## src/rtl/axi4s_packet_fifo.sv

```systemverilog
// axi4s_packet_fifo
// Store-and-forward AXI4-Stream FIFO placed in front of one round-robin mux
// input. Egress tvalid is raised only once a complete tlast-terminated packet
// is stored, so a granted packet drains without bubbles. A packet longer than
// the FIFO depth would otherwise deadlock the stage. In that case the FIFO
// releases it in cut-through mode.
//
// Ports:
//   clk, rst        clock and synchronous active-high reset
//   axi4s_i_*       ingress stream (tready out; tvalid/tlast/tdata in)
//   axi4s_o_*       egress stream (tready in; tvalid/tlast/tdata out)
//   fill_level      entries currently stored
//   packet_count    complete (tlast-terminated) packets currently stored
//   cut_through     high while an oversized packet is being force-released
module axi4s_packet_fifo #(
    parameter int tdata_width_p = 3,
    parameter int addr_width_p  = 4
) (
    input  logic                         clk,
    input  logic                         rst,
    output logic                         axi4s_i_tready,
    input  logic                         axi4s_i_tvalid,
    input  logic                         axi4s_i_tlast,
    input  logic [tdata_width_p*8-1:0]   axi4s_i_tdata,
    input  logic                         axi4s_o_tready,
    output logic                         axi4s_o_tvalid,
    output logic                         axi4s_o_tlast,
    output logic [tdata_width_p*8-1:0]   axi4s_o_tdata,
    output logic [addr_width_p:0]        fill_level,
    output logic [addr_width_p:0]        packet_count,
    output logic                         cut_through
);

    localparam int DW    = tdata_width_p * 8;
    localparam int DEPTH = 1 << addr_width_p;
    localparam logic [addr_width_p:0] DEPTH_L = (addr_width_p + 1)'(DEPTH);
    localparam logic [addr_width_p:0] ONE_L   = (addr_width_p + 1)'(1);

    // Each entry holds {tlast, tdata}.
    logic [DW:0]             r_mem [DEPTH];
    logic [addr_width_p:0]   r_wr_ptr;
    logic [addr_width_p:0]   r_rd_ptr;
    logic [addr_width_p:0]   r_pkt_cnt;
    logic                    r_cut;

    logic [addr_width_p:0]   w_fill;
    logic                    w_full;
    logic                    w_empty;
    logic                    w_wr;
    logic                    w_rd;
    logic                    w_pkt_inc;
    logic                    w_pkt_dec;
    logic [addr_width_p:0]   w_pkt_next;

    // The pointers carry one extra bit. This keeps full and empty distinct
    // without a separate flag.
    assign w_fill  = r_wr_ptr - r_rd_ptr;
    assign w_full  = (w_fill == DEPTH_L);
    assign w_empty = (w_fill == '0);

    assign axi4s_i_tready = !w_full && !rst;
    assign axi4s_o_tvalid = !w_empty && ((r_pkt_cnt != '0) || r_cut);

    assign w_wr = axi4s_i_tvalid && axi4s_i_tready;
    assign w_rd = axi4s_o_tvalid && axi4s_o_tready;

    // The memory is read asynchronously, so the head entry is presented
    // directly with no output register.
    assign {axi4s_o_tlast, axi4s_o_tdata} = r_mem[r_rd_ptr[addr_width_p-1:0]];

    assign w_pkt_inc = w_wr && axi4s_i_tlast;
    assign w_pkt_dec = w_rd && axi4s_o_tlast;

    always_comb begin
        w_pkt_next = r_pkt_cnt;
        case ({w_pkt_inc, w_pkt_dec})
            2'b10:   w_pkt_next = r_pkt_cnt + ONE_L;
            2'b01:   w_pkt_next = r_pkt_cnt - ONE_L;
            default: w_pkt_next = r_pkt_cnt;
        endcase
    end

    always_ff @(posedge clk) begin
        if (rst) begin
            r_wr_ptr  <= '0;
            r_rd_ptr  <= '0;
            r_pkt_cnt <= '0;
            r_cut     <= 1'b0;
        end else begin
            if (w_wr) begin
                r_wr_ptr <= r_wr_ptr + ONE_L;
            end
            if (w_rd) begin
                r_rd_ptr <= r_rd_ptr + ONE_L;
            end
            r_pkt_cnt <= w_pkt_next;
            // When the FIFO is full and holds no complete packet, no tlast
            // is stored yet. Set and clear therefore never coincide.
            if (w_rd && axi4s_o_tlast) begin
                r_cut <= 1'b0;
            end else if (w_full && (r_pkt_cnt == '0)) begin
                r_cut <= 1'b1;
            end
        end
    end

    // Stored data needs no reset; the pointers define what is valid.
    always_ff @(posedge clk) begin
        if (w_wr) begin
            r_mem[r_wr_ptr[addr_width_p-1:0]] <= {axi4s_i_tlast, axi4s_i_tdata};
        end
    end

    assign fill_level   = w_fill;
    assign packet_count = r_pkt_cnt;
    assign cut_through  = r_cut;

endmodule

```

## config.mk

```make
export PLATFORM = sky130hd
export DESIGN_NAME = axi4s_packet_fifo
export DESIGN_NICKNAME = d
export VERILOG_FILES = /design/src/rtl/axi4s_packet_fifo.sv
export SDC_FILE = /design/constraint.sdc
export NUM_CORES = 1
export LEC_CHECK = 0
export BUFFER_PORTS_ARGS = -buffer_cell sky130_fd_sc_hd__buf_2
export CAP_MARGIN = 40
export CORE_MARGIN = 2
export CORE_UTILIZATION = 45
export CTS_CLUSTER_SIZE = 30
export DETAILED_ROUTE_END_ITERATION = 10
export PLACE_DENSITY = 0.65
export REMOVE_ABC_BUFFERS = 1
export SETUP_SLACK_MARGIN = 0.15
export SYNTH_ARGS = -nofsm -noshare
export SYNTH_HDL_FRONTEND = slang
export SYNTH_SLANG_ARGS = --single-unit
```

## constraint.sdc

```tcl
create_clock -name clk -period 13.1 [get_ports clk]
set_input_delay 1.31 -clock clk [delete_from_list [all_inputs] [get_ports clk]]
set_output_delay 1.31 -clock clk [all_outputs]
set_load 0.02 [all_outputs]
```

==> impl_metrics.ini <==
[synth]
synth-seq-cells = 420
synth-async-reset-ratio_pct = 0
synth-main-ff-cell = edfxtp_1
synth_common_cells = edfxtp_1, mux4_2, dfxtp_1
yosys-mux-area-fraction_pct = 17.66
synth_edf_count = 400
synth.distinct_cells = 41
ys_seq_area_share_pct = 75.85
synth_area_leader_cell = edfxtp_1
synth_compound_area_share_pct = 0.9940
yosys.area_share.simple_pct = 2.508
netlist.area_leader.share_pct = 73.41
synth_warnings = 0
synth-xor-area-share_pct = 0.3747
syn_inst = 714
synth_fa_ha_area_share_pct = 1.239
synthTopCellsByArea = edfxtp_1, mux4_2, dfxtp_1, ha_1, buf_2
synth.most_common_cell = edfxtp_1
synth_area_um2 = 16360
syn_area_per_cell_um2 = 22.92
synth_top_family_by_area = multiplexers

[floorplanning]
die_y_um = 194.7
die_w_um = 194.7
die_area_um2 = 37900
core_area_um2 = 35660
start_util_pct = 45.89
io_pins = 67
rows = 69

[global_routing]
grt_usage_pct = 17.65
grt-ovfl-total = 0
grt_pass1_vias = 7892
grt_max_degree = 46
antenna_found_initial = 0
grt_pass1_wl_um = 49270

[power]
swShare_pct = 20.40
power_density_nw_per_um2 = 148.9
p_comb_share_pct = 5.7
p_leak_nw = 5.837
pwr-share-seq_pct = 53.5
clkPwrFrac_pct = 40.8
ir_drop_uv = 85.17
p_int_mw = 2.216
total_switching_power_mw = 0.5681

[sta]
finalSetupViolations = 0
relSlewSlack_pct = 42.73
period_minus_slack_ns = 4.607
rsz0062_at_grt = no
fmax_mhz = 217.0
fin_crit_sh_pct = 35.17
fin_worst_skew_ns = 0.02221
drv_slew = 0
hold_viol_final = 0
finalWorstSetupSlack_ns = 8.493
tns_ns = 0
worst_slew_pin_slew_ns = 0.8591

[final_layout]
area_growth_pct = 14.28
nNetsFinal = 856
fin_cells = 1303
drive_gt1_share_pct = 35.04
fill_cells = 2693
fin_util_pct = 52.45
diodes = 0

[setup_path]
cp_num_cells = 5
crit_path_max_incr_delay_ns = 0.66
arrival_ns = 3.30
crit_type = flop to output pin
crit_buf_inv = 3
rr_startpoint = r_wr_ptr[0]
required_ns = 11.79
cp-start-kind = flop
r2r_cells = 17
r2r-end = packet_count[4]
cp_common_cell = mux4_2
cp-end-kind = output pin
cp_max_fo = 28
cp_top_family = multiplexers
slowest_stage = dfxtp_4
rrSetupSlack_ns = 8.83
path_cells = buf_4 > buf_12 > mux4_2 > mux4_2 > buf_2

[clock_network]
cts_buffer_depth = 3
cts_buffers = 42
cts_setup_buffers = 0
cts.root.buffer_cell = clkbuf_16
htree_levels = 2
cts_tree = done
clk_pin_slew_ns = 0.07
insertion_delay_ns = 0.53
cts_hold_buf = 0
clock-sinks = 420
cts_resized = 0

[placement]
dp_slack_ns = 8.842
portBuffers = 66
gp_congestion = 0.7270
hpwl_um = 17320
dp_cells = 1229

[route]
postRouteAntennaNets = 0
drt-pass1-iter-count = 5
drt-wirelength-per-cell_um = 25.17
vias = 7493
vias_per_cell = 5.751
drt_iter0_markers = 536
wl_um = 32800
drcViolationCount = 0

[flow_run]
drv_cap = 0

[hold_path]
hold_path_depth = 2
min_to = r_rd_ptr[4]
hold_path_class = flop to flop
hp-start = r_rd_ptr[4]

[outcome]
status = finished clean
## layer usage
| layer | wire [um] | share of wire [%] | track usage [%] |
|---|---|---|---|
| met3 | 1675 | 5.1 | 2.638 |
| met4 | 586 | 1.8 | 3.846 |
| met1 | 13890 | 42 | 24.53 |
| met2 | 16650 | 51 | 29.93 |
| met5 | 0 | 0 | 0 |
## cell type report
type	count	area (um2)	area share, %
timing repair buffer	90	553.0	2.957
tap	461	576.8	3.084
multi-input combinational	250	3812	20.39
clock buffer	55	1121	5.995
clock inverter	19	186.4	0.9969
sequential	420	12420	66.42
inverter	8	30.03	0.1606
## cells by family after synthesis
group,count (synthesis)
buffers and inverters,44
adders and majority gates,15
xor gates and xnor gates,7
and+or+nand+nor,71
muxes,132
DFF,420
AOI/OAI and AO/OA,25
## worst reg2reg max path, cell delays in order (launching register included)
cell	delay, ns
dfxtp_1	0.42
inv_1	0.13
ha_1	0.23
inv_1	0.07
fa_1	0.44
nor3b_1	0.24
nand4b_1	0.21
a211oi_1	0.44
buf_2	0.28
nor2_1	0.11
nand3b_1	0.11
ha_1	0.30
ha_1	0.32
a21o_1	0.18
a21oi_1	0.20
xor2_1	0.10
or3_1	0.31
a21oi_1	0.15
## power by group through the flow
stage | logic [mW] | registers [mW] | clock network (mW)
CTS | 0.162 | 1.49 | 1.16
global placement | 0.148 | 1.52 | 0
detailed placement | 0.161 | 1.52 | 0
global route | 0.172 | 1.49 | 1.21
finish | 0.159 | 1.49 | 1.13
floorplan | 0.101 | 1.53 | 0
## cells in the final DEF, fill, tap and decap left out, types with 3 or more instances in the layout
| master | n |
|---|---|
| mux2_1 | 4 |
| nand3b_1 | 3 |
| clkinv_4 | 3 |
| a21oi_1 | 13 |
| clkbuf_16 | 43 |
| clkinv_1 | 6 |
| mux4_2 | 125 |
| or3_1 | 5 |
| ha_1 | 13 |
| nand4_1 | 3 |
| xor2_1 | 5 |
| clkbuf_1 | 12 |
| dfxtp_1 | 17 |
| nor3_2 | 14 |
| buf_4 | 20 |
| nor2_1 | 16 |
| nand2b_1 | 9 |
| clkinv_2 | 3 |
| nand2_1 | 4 |
| buf_2 | 67 |
| bufinv_16 | 3 |
| edfxtp_1 | 400 |
| inv_1 | 8 |
| nor4_2 | 4 |
| o21ai_0 | 4 |
| mux2i_1 | 3 |
## stage by stage
step                cell area, um2  hold slack [ns]  power (mW)
detailed placement           17390           0.5024       1.681
floorplan                    16170           0.4573       1.630
global route                 18700           0.5306       2.870
global placement             17320           0.4872       1.671
finish                       18700           0.5086       2.784
CTS                          18700           0.5106       2.809
## flip-flops by register name (all words and copies together) (netlist names), named ones only
| signal | cells |
|---|---|
| r_mem | 400 |
| packet_count | 5 |
| r_rd_ptr | 5 |
| r_wr_ptr | 5 |
| cut_through | 1 |
## worst max path at each step
stage	slack, ns	endpoint
finish	8.49	axi4s_o_tdata[4]
global route	8.29	axi4s_o_tdata[9]
CTS	8.38	axi4s_o_tdata[4]
detailed placement	8.84	packet_count[4]
global placement	8.43	axi4s_o_tdata[4]
floorplan	5.95	packet_count[4]
Note: power is estimated with default switching activity, not from simulation.
